**config.mk**
```make
export PLATFORM = sky130hd
export DESIGN_NAME = trap_sequencer
export DESIGN_NICKNAME = d
export VERILOG_FILES = /design/src/rtl/trap_sequencer.sv
export SDC_FILE = /design/constraint.sdc
export NUM_CORES = 1
export LEC_CHECK = 0
export CORE_UTILIZATION = 25
export CTS_CLUSTER_DIAMETER = 200
export CTS_CLUSTER_SIZE = 40
export DETAILED_ROUTE_END_ITERATION = 12
export SYNTH_ARGS = -nofsm -noshare
export SYNTH_HDL_FRONTEND = slang
export SYNTH_SLANG_ARGS = --single-unit
export TNS_END_PERCENT = 50
```
**constraint.sdc**
```tcl
create_clock -name clk -period 6.7 [get_ports clk]
set_clock_uncertainty 0.15 [all_clocks]
set_input_delay 0.67 -clock clk [delete_from_list [all_inputs] [get_ports clk]]
set_output_delay 0.67 -clock clk [all_outputs]
set_load 0.005 [all_outputs]
```
**src/rtl/trap_sequencer.sv**
```systemverilog
// Machine-mode trap entry/return sequencer between pipeline, CSR file and PC mux; vectored mode under TRAP_VECTORED_EN.
// Latency: registered outputs, strobes one cycle after the deciding edge; ecall/mret 1 cycle, interrupts after drain.
// Backpressure: holds stall_o for the whole sequence; waits up to DRAIN_TIMEOUT cycles for pipe_drained_i.
module trap_sequencer #(
  parameter int DRAIN_TIMEOUT = 16,
  parameter int CNT_W         = 5
) (
  input  logic        clk,
  input  logic        reset,
  input  logic [31:0] mip_i,
  input  logic [31:0] mie_i,
  input  logic        mie_global_i,
  input  logic [31:0] mtvec_i,
  input  logic [31:0] mepc_i,
  input  logic [31:0] pc_i,
  input  logic        ecall_i,
  input  logic        mret_i,
  input  logic        pipe_drained_i,
  output logic        drain_req_o,
  output logic        stall_o,
  output logic        int_action_o,
  output logic        ret_action_o,
  output logic        hw_int_o,
  output logic [4:0]  int_code_o,
  output logic [31:0] trap_pc_o,
  output logic        redirect_valid_o,
  output logic [31:0] redirect_pc_o
);

  typedef enum logic [2:0] {
    IDLE,
    DRAIN,
    TAKE,
    REDIRECT,
    RET
  } state_t;

  localparam logic [31:0] IRQ_MASK = 32'h0000_0888;
  localparam logic [CNT_W-1:0] CNT_LAST = CNT_W'(DRAIN_TIMEOUT - 1);

  state_t           state_q, state_nxt;
  logic [CNT_W-1:0] cnt_q, cnt_nxt;
  logic [4:0]       code_q, code_nxt;
  logic             hw_q, hw_nxt;
  logic             latch_pc;

  logic [31:0] irq_vec;
  logic        irq_pend;
  logic [4:0]  irq_code;
  logic [31:0] base_pc;
  logic [31:0] vec_pc;

  assign irq_vec  = mip_i & mie_i & IRQ_MASK;
  assign irq_pend = mie_global_i && (|irq_vec);

  // Fixed priority MEI > MSI > MTI.
  always_comb begin
    irq_code = 5'd7;
    if (irq_vec[11])
      irq_code = 5'd11;
    else if (irq_vec[3])
      irq_code = 5'd3;
  end

  assign base_pc = {mtvec_i[31:2], 2'b00};

`ifdef TRAP_VECTORED_EN
  // Cause fields already hold the values loaded on TAKE entry.
  always_comb begin
    vec_pc = base_pc;
    if (mtvec_i[1:0] == 2'b01 && hw_int_o)
      vec_pc = base_pc + {25'b0, int_code_o, 2'b00};
  end
`else
  logic unused_mode;
  assign unused_mode = ^mtvec_i[1:0];
  assign vec_pc      = base_pc;
`endif

  always_ff @(posedge clk or posedge reset) begin
    if (reset) begin
      state_q <= IDLE;
      cnt_q   <= '0;
      code_q  <= '0;
      hw_q    <= 1'b0;
    end else begin
      state_q <= state_nxt;
      cnt_q   <= cnt_nxt;
      code_q  <= code_nxt;
      hw_q    <= hw_nxt;
    end
  end

  always_comb begin
    state_nxt = state_q;
    cnt_nxt   = cnt_q;
    code_nxt  = code_q;
    hw_nxt    = hw_q;
    latch_pc  = 1'b0;
    case (state_q)
      IDLE: begin
        if (ecall_i) begin
          state_nxt = TAKE;
          code_nxt  = 5'd11;
          hw_nxt    = 1'b0;
          latch_pc  = 1'b1;
        end else if (mret_i) begin
          state_nxt = RET;
        end else if (irq_pend) begin
          state_nxt = DRAIN;
          code_nxt  = irq_code;
          hw_nxt    = 1'b1;
          cnt_nxt   = '0;
        end
      end
      DRAIN: begin
        cnt_nxt = cnt_q + CNT_W'(1);
        if (pipe_drained_i || cnt_q == CNT_LAST) begin
          state_nxt = TAKE;
          latch_pc  = 1'b1;
        end
      end
      TAKE:     state_nxt = REDIRECT;
      REDIRECT: state_nxt = IDLE;
      RET:      state_nxt = IDLE;
      default:  state_nxt = IDLE;
    endcase
  end

  // Outputs are registered from the next state so they line up with it.
  always_ff @(posedge clk or posedge reset) begin
    if (reset) begin
      drain_req_o      <= 1'b0;
      stall_o          <= 1'b0;
      int_action_o     <= 1'b0;
      ret_action_o     <= 1'b0;
      hw_int_o         <= 1'b0;
      int_code_o       <= '0;
      trap_pc_o        <= '0;
      redirect_valid_o <= 1'b0;
      redirect_pc_o    <= '0;
    end else begin
      drain_req_o      <= (state_nxt == DRAIN);
      stall_o          <= (state_nxt != IDLE);
      int_action_o     <= (state_nxt == TAKE);
      ret_action_o     <= (state_nxt == RET);
      redirect_valid_o <= (state_nxt == REDIRECT) || (state_nxt == RET);
      if (latch_pc) begin
        trap_pc_o  <= pc_i;
        int_code_o <= code_nxt;
        hw_int_o   <= hw_nxt;
      end
      if (state_nxt == RET)
        redirect_pc_o <= mepc_i;
      else if (state_nxt == REDIRECT)
        redirect_pc_o <= vec_pc;
    end
  end

endmodule

```
* Word-level counts from Yosys, hierarchy flattened *
Index checks and enable logic that the tools add are counted.

cells by class
  eq/ne operators = 10
  mux-type cells = 24
  bitwise operators = 1
  reductions and logical operators = 9
  $add $sub $neg = 1

operators with widths
  operator                                             count
  2-to-1 mux 32 bit                                    2
  2-to-1 mux 5 bit                                     8
  2-to-1 mux 3 bit                                     5
  bitwise AND 12 bit                                   1
  one-hot mux 5 bit (2 select lines)                   1
  equality test 3 x 2 -> 1 bit, second input constant  3
  one-hot mux 3 bit (3 select lines)                   1
  equality test 3 x 1 -> 1 bit, second input constant  2
  2-to-1 mux 1 bit                                     6
  inequality test 2 bit, second input constant         3
  adder 5 x 1 -> 5 bit, second input constant          1
  equality test 5 x 4 -> 1 bit, second input constant  1
  AND reduction 4 bit                                  1
  nonzero test 2 bit                                   2
  equality test 3 bit, second input constant           1
  logical NOT 3 bit                                    1
  nonzero test 3 bit                                   1
  OR reduction 3 bit                                   1
  logical OR 1 bit                                     2
  one-hot mux 1 bit (2 select lines)                   1
  logical AND 1 bit                                    1

word-level totals
  bits of input ports = 166
  output and inout port bits = 75
  register bits after elaboration = 89
  logic and storage cells = 58

* Depth between registers and ports, before layout *
Gate-level depths: netlist of the first run.

  depth in word-level cells = 10
  gate-level depth with buffers = 8
  depth with buffers taken out = 7

* Worst setup path after synthesis of the first run *
Ideal clock, no wire load.

  kind = register to register
  start point = reg cnt_q[0]
  end point = reg trap_pc_o[10]
  setup time = 0.125 ns
  arrival = 1.945 ns
  required time = 6.425 ns
  period minus slack after synthesis = 2.220 ns
  stages on the path, launching flop included = 9
  slack = 4.480 ns
  cell sequence = dfrtp_1 -> ha_1 -> and3_1 -> ha_1 -> nor2_1 -> a2111oi_2 -> buf_4 -> buf_6 -> mux2_2

on the way
  cells in the longest elaborated chain, start to end = 4

RTL lines
  what                                RTL line  text
  start: declaration                  42        logic [CNT_W-1:0] cnt_q, cnt_nxt;
  start signal: assignment            88        cnt_q <= cnt_nxt;
  equality test 5 x 4 -> 1 bit        118       if (pipe_drained_i || cnt_q == CNT_LAST) begin
  logical OR 1 bit                    118
  2-to-1 mux 1 bit                    118
  one-hot mux 1 bit (2 select lines)  100       case (state_q)
  end signal: assignment              149       trap_pc_o <= pc_i;
  end: declaration                    25        output logic [31:0] trap_pc_o,

Every way passes these cells.
A chain may end at the register's enable or synchronous reset.

* Worst setup path after layout of the first run *
  start point = in ecall_i
  end point = reg trap_pc_o[31]

on the way
  cells in the longest elaborated chain, start to end = 2

RTL lines
  what                                RTL line  text
  start: declaration                  16        input logic ecall_i,
  2-to-1 mux 1 bit                    102       if (ecall_i) begin
  one-hot mux 1 bit (2 select lines)  100

Every way passes these cells.

==> flow_summary.yaml, run 1 <==
sta:
  max_freq_ghz: 0.3045
  report.final.slew_viol_count: 0
  hold_viol: 0
  rsz0062_at_grt: "false"
  relSlewSlack_pct: 15.63
  hold_ws_ns: 0.3000
  worst_pin_slew_ns: 1.265
  setup-tns-final_ns: 0
  period_share_pct: 49.01
  fin_crit_ns: 3.284
  setup_viol_count_final: 0
grt:
  grt_pass1_wl_mm: 16.71
  grt_max_degree: 67
  antenna_found_initial: 0
  overflow: 0
  grt_pass1_vias: 3326
  track_usage_pct: 13.60
die:
  dieArea_um2: 15470
  fp.dieW_um: 124.4
  ios: 241
  die_y_um: 124.4
  initial_core_util_pct: 25.66
  rows: 44
  core-area_um2: 14590
worst_hold_path:
  hp-class: "reg2reg"
  whs_endpoint: "code_q[1]"
  whs_path_depth: 1
  hp-start: "code_q[1]"
setup_path:
  r2r_slack_ns: 3.48
  r2r_cells: 7
  start_kind: "input pin"
  crit-reg2reg-launch: "cnt_q[0]"
  cpMaxStageDelayCell: "a2111oi_4"
  cp-end-kind: "flip-flop"
  reg2reg_to: "trap_pc_o[31]"
  cp.required_ns: 6.77
  crit_chain: "clkdlybuf4s50_1, nor2_1, a2111oi_4, buf_4, mux2_2"
  critPathMaxFanout: 21
  crit_family: "compound AO/OA/AOI/OAI gates"
  path_buf_inv: 2
  slowest_delay_ns: 1.11
  worstPathArrival_ns: 3.36
  crit_type: "in2reg"
pwr:
  vdd_drop_max_mv: 0.1869
  powerDensity_nw_per_um2: 433.5
  power.leakage_nw: 2.513
place:
  place_area_um2: 5710
  dpl.hpwl_mm: 7.213
  gp_congestion: 0.7840
  placedCellCount: 688
  placement.io_buffers: 180
finish:
  fin_nets: 683
  fillCellCount: 1402
  final_area_um2: 6020
  drive_above_1_share_pct: 12.88
  layoutNonFillerInstCount: 704
  antenna_cells: 0
  synthToLayoutAreaGrowth_pct: 60.80
routing:
  drtIter0Drc: 81
  vias_per_cell: 4.558
  ant_nets: 0
  via_count: 3209
  first_pass_iters: 4
  drt-total-wl_mm: 10.23
  wl_per_cell_um: 14.53
  drc: 0
logic_synthesis:
  synth_cell_types: 41
  ys_warn_count: 0
  syn_area_um2: 3744
  synth_nets: 509
  seq_area_frac_synth_pct: 59.49
  ys_ff_latch: 89
  avgSynthCellArea_um2: 10.98
  synth_cells: 341
clock_network:
  cts_tree: "done"
  max-clock-path-buffers: 2
  post_cts_buffers: 0
  worst_skew_pair.late_latency_ns: 0.34
  cts.clk_slew.worst_paths_ns: 0.07
  root_buffer: "clkbuf_16"
  cts_resized: 0
  cts_sinks: 89
  cts-htree-levels: 3
  cts_hold_buffers: 0
  numCtsBuffers: 9
job:
  max-cap-violations: 0
outcome:
  outcome: "finished clean"
==> how the worst max path moves through the flow <==
stage / startpoint / to / slack, ns / depth (start not counted)
after floorplan: reset / cnt_q[0] / 3.57 / 1
final: ecall_i / trap_pc_o[31] / 3.42 / 5
after global placement: ecall_i / trap_pc_o[0] / 3.11 / 5
after global routing: cnt_q[0] / trap_pc_o[31] / 3.23 / 7
after CTS: ecall_i / trap_pc_o[31] / 3.35 / 5
after detailed placement: ecall_i / trap_pc_o[31] / 2.98 / 5
==> cells in the final DEF (no fill, tap or decap), types with 3 or more instances in the layout <==
cell type	count
inv_1	5
clkbuf_16	9
buf_4	4
dfrtp_1	89
mux2_2	36
a31oi_1	31
nor2_1	39
clkdlybuf4s50_1	180
nand2_1	70
a22o_1	4
o21ai_0	3
a21oi_1	6
==> per-stage QoR <==
stage | setup slack [ns] | power [mW] | utilization [%]
6_report | 3.416 | 2.609 | 41.26
5_1_grt | 3.230 | 2.804 | 41.26
4_1_cts | 3.354 | 2.660 | 41.26
3_5_place_dp | 2.979 | 2.115 | 39.14
3_3_place_gp | 3.114 | 2.076 | 39.14
2_1_floorplan | 3.573 | 1.485 | -
==> state kept, by name, indices dropped and copies added (netlist names) <==
signal            flops
cnt_q                 5
hw_int_o              1
int_code_o            5
trap_pc_o            32
stall_o               1
redirect_valid_o      1
int_action_o          1
redirect_pc_o        32
ret_action_o          1
state_q               3
drain_req_o           1
code_q                5
hw_q                  1
==> synth_stat cells (all sizes together) <==
cell | n | area (µm²)
xor2 | 2 | 17.52
or2 | 2 | 12.51
a311oi | 1 | 8.760
dfrtp | 89 | 2227
nor2b | 1 | 6.260
and2 | 1 | 8.760
a22oi | 1 | 7.510
a21oi | 6 | 30.03
a2111oi | 2 | 25.02
nor4 | 1 | 6.260
or3 | 1 | 11.26
a221o | 1 | 10.01
nor3 | 3 | 20.02
or4b | 1 | 10.01
a31oi | 31 | 193.9
o22ai | 1 | 6.260
nand2 | 70 | 262.8
nand2b | 2 | 12.51
inv | 6 | 22.52
or2b | 2 | 15.01
o21ai | 3 | 15.01
a222oi | 1 | 10.01
nand3b | 2 | 15.01
a22o | 4 | 35.03
nand3 | 3 | 15.01
mux2 | 37 | 420.4
buf | 8 | 66.31
clkbuf | 13 | 50.04
nand4 | 1 | 6.260
and3 | 1 | 6.260
ha | 2 | 25.02
nor2 | 40 | 150.1
nor3b | 1 | 7.510
a211oi | 1 | 7.510
==> power breakdown <==
part           internal [mW]  leakage [nW]  switching [mW]  total (mW)
clock network          0.296         0.149           0.229       0.525
logic                  0.694          1.30           0.447        1.14
registers              0.790          1.06           0.153       0.943
total                   1.78          2.51           0.829        2.61
==> final cells by class <==
class	instances	area (µm²)	area share (%)
Tap cell	184	230.2	3.825
Multi-Input combinational cell	225	1398	23.22
Timing Repair Buffer	184	1832	30.43
Sequential cell	89	2227	37.00
Clock buffer	9	225.2	3.741
Inverter	6	23.77	0.3949
Clock inverter	7	83.83	1.393
==> kinds of logic after synthesis <==
kind of cell             Yosys count  synth area share (%)
AO/OA/AOI/OAI                     52                 9.325
XOR/XNOR                           2                0.4680
adder cells (fa/ha/maj)            2                0.6683
buffers and inverters             27                 3.710
flip-flops                        89                 59.49
multiplexers                      37                 11.23
AND/OR/NAND/NOR                  132                 15.11
==> routing by layer <==
layer  global-route usage [%]  vias up  routed length [µm]
met3                    4.338       11                 740
met2                    22.33      137                4783
met1                    16.18     1542                4531
met4                    6.095        0                 173
met5                        0        -                   0
li1                         -     1519                   -
Power figures use the tool's default switching activity.
==> run 2, diff against run 1 <==
==> constraint.sdc (replaced) <==
create_clock -name clk -period 3.13 [get_ports clk]
set_clock_uncertainty 0.15 [all_clocks]
set_input_delay 0.313 -clock clk [delete_from_list [all_inputs] [get_ports clk]]
set_output_delay 0.313 -clock clk [all_outputs]
set_load 0.005 [all_outputs]
==> run 2 against run 1 <==
  * Routed wire length down 1.2%
  * Worst setup slack got worse by 2.8 ns
  * Register-to-register slack worse by 2.8 ns
  * Final cell count increased by 0.28%
  * Die area is the same
  * Sequential power increased by 110%
  * Hold slack got worse by 0.090 ns
  * Critical endpoint is now stall_o
  * Highest routed layer unchanged
==> flow_summary.yaml, run 2 (synthesized netlist as in run 1, its figures left out) <==
clock_network:
  worst_skew_pair.late_latency_ns: 0.34
  numCtsBuffers: 9
  post_cts_buffers: 0
  cts-htree-levels: 3
  cts_resized: 0
  max-clock-path-buffers: 2
  cts_sinks: 89
  cts.clk_slew.worst_paths_ns: 0.07
  cts_tree: "done"
  cts_hold_buffers: 0
  root_buffer: "clkbuf_16"
grt:
  grt_pass1_vias: 3362
  grt_pass1_wl_mm: 16.88
  overflow: 0
  antenna_found_initial: 0
  grt_max_degree: 56
  track_usage_pct: 13.54
outcome:
  outcome: "finished clean"
sta:
  report.final.slew_viol_count: 0
  max_freq_ghz: 0.4017
  setup_viol_count_final: 0
  rsz0062_at_grt: "false"
  hold_ws_ns: 0.2101
  relSlewSlack_pct: 44.03
  setup-tns-final_ns: 0
  worst_pin_slew_ns: 0.8319
  period_share_pct: 79.54
  hold_viol: 0
  fin_crit_ns: 2.489
die:
  core-area_um2: 14590
  ios: 241
  fp.dieW_um: 124.4
  initial_core_util_pct: 25.66
  die_y_um: 124.4
  rows: 44
  dieArea_um2: 15470
routing:
  vias_per_cell: 4.558
  drtIter0Drc: 113
  via_count: 3218
  ant_nets: 0
  drt-total-wl_mm: 10.11
  wl_per_cell_um: 14.31
  drc: 0
  first_pass_iters: 5
worst_hold_path:
  hp-class: "in2async"
finish:
  antenna_cells: 0
  drive_above_1_share_pct: 13.22
  layout_common_cells: "clkdlybuf4s50_1 (180), dfrtp_1 (89), nand2_1 (70), nor2_1 (39), mux2_2 (36)"
  synthToLayoutAreaGrowth_pct: 61.80
  layoutNonFillerInstCount: 706
  layout_commonest_cell: "clkdlybuf4s50_1"
  reg_top3: "redirect_pc_o x32, trap_pc_o x32"
  fin_nets: 685
pwr:
  power.leakage_nw: 2.537
  finalPower_mw: 5.602
  powerDensity_nw_per_um2: 924.9
  vdd_drop_max_mv: 0.3484
setup_path:
  cp.required_ns: 3.20
  reg2reg_to: "stall_o"
  r2r_cells: 8
  r2r_slack_ns: 0.64
  crit-reg2reg-launch: "cnt_q[0]"
  cp-end-kind: "flip-flop"
  crit_type: "reg2reg"
  worstPathArrival_ns: 2.56
  critPathMaxFanout: 28
  start_kind: "flip-flop"
place:
  placedCellCount: 690
  dpl.hpwl_mm: 7.135
  placement.io_buffers: 180
  gp_congestion: 0.7978
job:
  max-cap-violations: 0
## run 2: changes by cell type in the layout (fill, tap and decap cells not counted)
cell        delta
inv_6          +1
clkinv_4       -1
buf_12         +2
clkinv_2       +1
clkinvlp_4     -1
## run 2: through the flow
| step | instance area [µm²] | utilization, % | worst slack [ns] |
|---|---|---|---|
| 6_report | 6057 | 41.52 | 0.6406 |
| 2_1_floorplan | 3744 | - | 0.3601 |
| 3_5_place_dp | 5751 | 39.42 | 0.5857 |
| 5_1_grt | 6057 | 41.52 | 0.4856 |
| 3_3_place_gp | 5751 | 39.42 | 0.6263 |
| 4_1_cts | 6057 | 41.52 | 0.6196 |
## run 2: where the power goes
group          internal (mW)  leakage [nW]  switching, mW
logic                   1.50          1.32          0.959
registers               1.69          1.06          0.320
clock network          0.634         0.153          0.496
## run 2: per-layer routing
layer,vias to the layer above,part of all wire (%),global-route usage (%)
li1,1528,-,-
met1,1551,44,17.39
met2,130,46,21.38
met3,9,7.8,4.296
met4,0,1.4,4.678
met5,-,0,0
## run 2: worst max path at each step
stage / startpoint / endpoint / slack, ns / cells after the start
after floorplan: reset / cnt_q[0] / 0.36 / 1
after global placement: ecall_i / trap_pc_o[5] / 0.63 / 5
after detailed placement: ecall_i / trap_pc_o[14] / 0.59 / 5
after CTS: cnt_q[0] / stall_o / 0.62 / 8
after global routing: cnt_q[0] / stall_o / 0.49 / 8
final: cnt_q[0] / stall_o / 0.64 / 8
## run 2: worst max-delay path: stages (launching register included)
cell and delay [ns]:
dfrtp_1 0.41, ha_1 0.23, and3_1 0.18, ha_1 0.19, nor2_1 0.31, a2111oi_4 0.13, buf_4 0.28, or2_2 0.33
nand3b_1 0.16
## run 2: area by class of cell
cell class	count	area [µm²]
fill	1394	8532
sequential	89	2227
timing repair buffer	186	1872
multi-input combinational	225	1398
tap	184	230.2
clock buffer	9	225.2
clock inverter	7	81.33
inverter	6	23.77
==> run 3, diff against run 2 <==
==> constraint.sdc (replaced) <==
create_clock -name clk -period 2.2 [get_ports clk]
set_clock_uncertainty 0.15 [all_clocks]
set_input_delay 0.22 -clock clk [delete_from_list [all_inputs] [get_ports clk]]
set_output_delay 0.22 -clock clk [all_outputs]
set_load 0.005 [all_outputs]
==> run 3 against run 2 <==
  * The flow now finishes with violations (setup timing)
  * Via count grew 2.8%
  * Flip-flop and latch count is the same
  * Critical endpoint is now trap_pc_o[16]
  * Largest cell class unchanged
  * Non-clock buffer count grew 18
  * Die area is the same
  * Fmax grew 8.7%
  * Utilization grew 2.6 points
  * Cell area grew 6.2%
  * Total power grew 54%
  * First-iteration DRC count grew 19%
  * Critical path depth is the same
==> flow_summary.yaml, run 3 (synthesized netlist as in run 1, its figures left out) <==
clock_network:
  cts_sinks: 89
  max-clock-path-buffers: 2
  cts_hold_buffers: 0
  worst_skew_pair.late_latency_ns: 0.35
  cts_tree: "done"
  cts-htree-levels: 3
  cts.clk_slew.worst_paths_ns: 0.07
  numCtsBuffers: 9
  root_buffer: "clkbuf_16"
sta:
  setup-tns-final_ns: -2.213
  hold_ws_ns: 0.1993
  report.final.slew_viol_count: 0
  hold_viol: 0
  worst_pin_slew_ns: 0.7078
  relSlewSlack_pct: 52.81
  max_freq_ghz: 0.4365
  layout_setup_ws_ns: -0.09109
  period_share_pct: 104.1
  setup_viol_count_final: 36
  fin_crit_ns: 2.291
  rsz0062_at_grt: "true"
setup_path:
  critPathMaxFanout: 6
  start_kind: "flip-flop"
  cp-end-kind: "flip-flop"
  crit-reg2reg-launch: "cnt_q[0]"
  cp.required_ns: 2.29
  crit_type: "reg2reg"
  critPathLaunch: "cnt_q[0]"
  worstPathArrival_ns: 2.38
place:
  placedCellCount: 698
  gp_congestion: 0.7581
  dpl.hpwl_mm: 7.087
  placement.io_buffers: 180
  place_area_um2: 5826
finish:
  fin_util_pct: 44.10
  multi_input_area_um2: 1564
  drive_above_1_share_pct: 17.22
  synthToLayoutAreaGrowth_pct: 71.86
  reg_top3: "redirect_pc_o x32, trap_pc_o x32"
  fillCellCount: 1331
  antenna_cells: 0
  fin_nets: 703
  layoutNonFillerInstCount: 724
  final_area_um2: 6434
  regArea_um2: 2227
  layout_common_cells: "clkdlybuf4s50_1 (180), dfrtp_1 (89), nand2_1 (70), nor2_1 (38), mux2_4 (36)"
  layout_commonest_cell: "clkdlybuf4s50_1"
grt:
  track_usage_pct: 14.56
  grt_pass1_wl_mm: 18.02
  grt_pass1_vias: 3554
  overflow: 0
  antenna_found_initial: 0
  grt_max_degree: 90
pwr:
  vdd_drop_max_mv: 0.7082
  powerDensity_nw_per_um2: 1344
  power.leakage_nw: 2.775
routing:
  vias_per_cell: 4.570
  drt-total-wl_mm: 10.93
  via_count: 3309
  first_pass_iters: 4
  wl_per_cell_um: 15.10
  ant_nets: 0
  drc: 0
  drtIter0Drc: 135
die:
  core-area_um2: 14590
  rows: 44
  initial_core_util_pct: 25.66
  ios: 241
  fp.dieW_um: 124.4
  dieArea_um2: 15470
  die_y_um: 124.4
job:
  max-cap-violations: 0
outcome:
  outcome: "finished, violations left"
  violations: "setup timing"
worst_hold_path:
  hp-class: "in2async"
run 3: layout make-up:
type,count,share of cell area (%)
flip-flops and latches,89,34.62
repair buffers,204,32.77
multi-input cells,225,24.31
well taps,184,3.578
clock buffers,9,3.501
clock inverters,7,0.8168
inverters,6,0.4084
run 3: critical path: stages, from the launching register on:
cell and delay (ns):
dfrtp_1 0.36, ha_2 0.19, and3_4 0.20, ha_4 0.15
nor2_4 0.05, a2111oi_4 0.40, buf_4 0.23, clkbuf_16 0.16
mux2_4 0.29
run 3: stage by stage:
step | total power, mW | setup slack, ns
after CTS | 8.665 | -0.06714
final | 8.646 | -0.09109
after global placement | 6.458 | -0.1155
after global routing | 9.239 | -0.1819
after detailed placement | 6.563 | -0.1304
after floorplan | 4.524 | -0.01975
run 3: per-layer routing:
layer	GRT usage, %	share of wire [%]	up-vias
li1	-	-	1559
met1	17.40	43	1608
met2	23.98	48	131
met3	5.541	7.7	11
met4	4.678	1.3	0
met5	0	0	-
run 3: worst paths after layout:
check / to / slack [ns] / cells past startpoint
worst max register to register: trap_pc_o[16] / -0.09 / 8
min in group clk: redirect_pc_o[0] / 0.26 / 3
worst min register to register: code_q[0] / 0.31 / 1
worst min-delay path: trap_pc_o[17] / 0.20 / 3
worst max-delay path: trap_pc_o[16] / -0.09 / 8
max in group asynchronous: redirect_pc_o[24] / 1.32 / 3
run 3: power by group:
group          internal (mW)  switching, mW  total, mW
Sequential              2.41          0.441       2.85
Combinational           2.73           1.62       4.35
Clock                  0.773          0.677       1.45
Total                   5.91           2.74       8.65
run 3: timing repair:
item,CTS,global route
cloned,3,1
gates resized for setup,44,5
pin swaps,3,2
buffers inserted,3,3
endpoints found under the setup margin,38,39
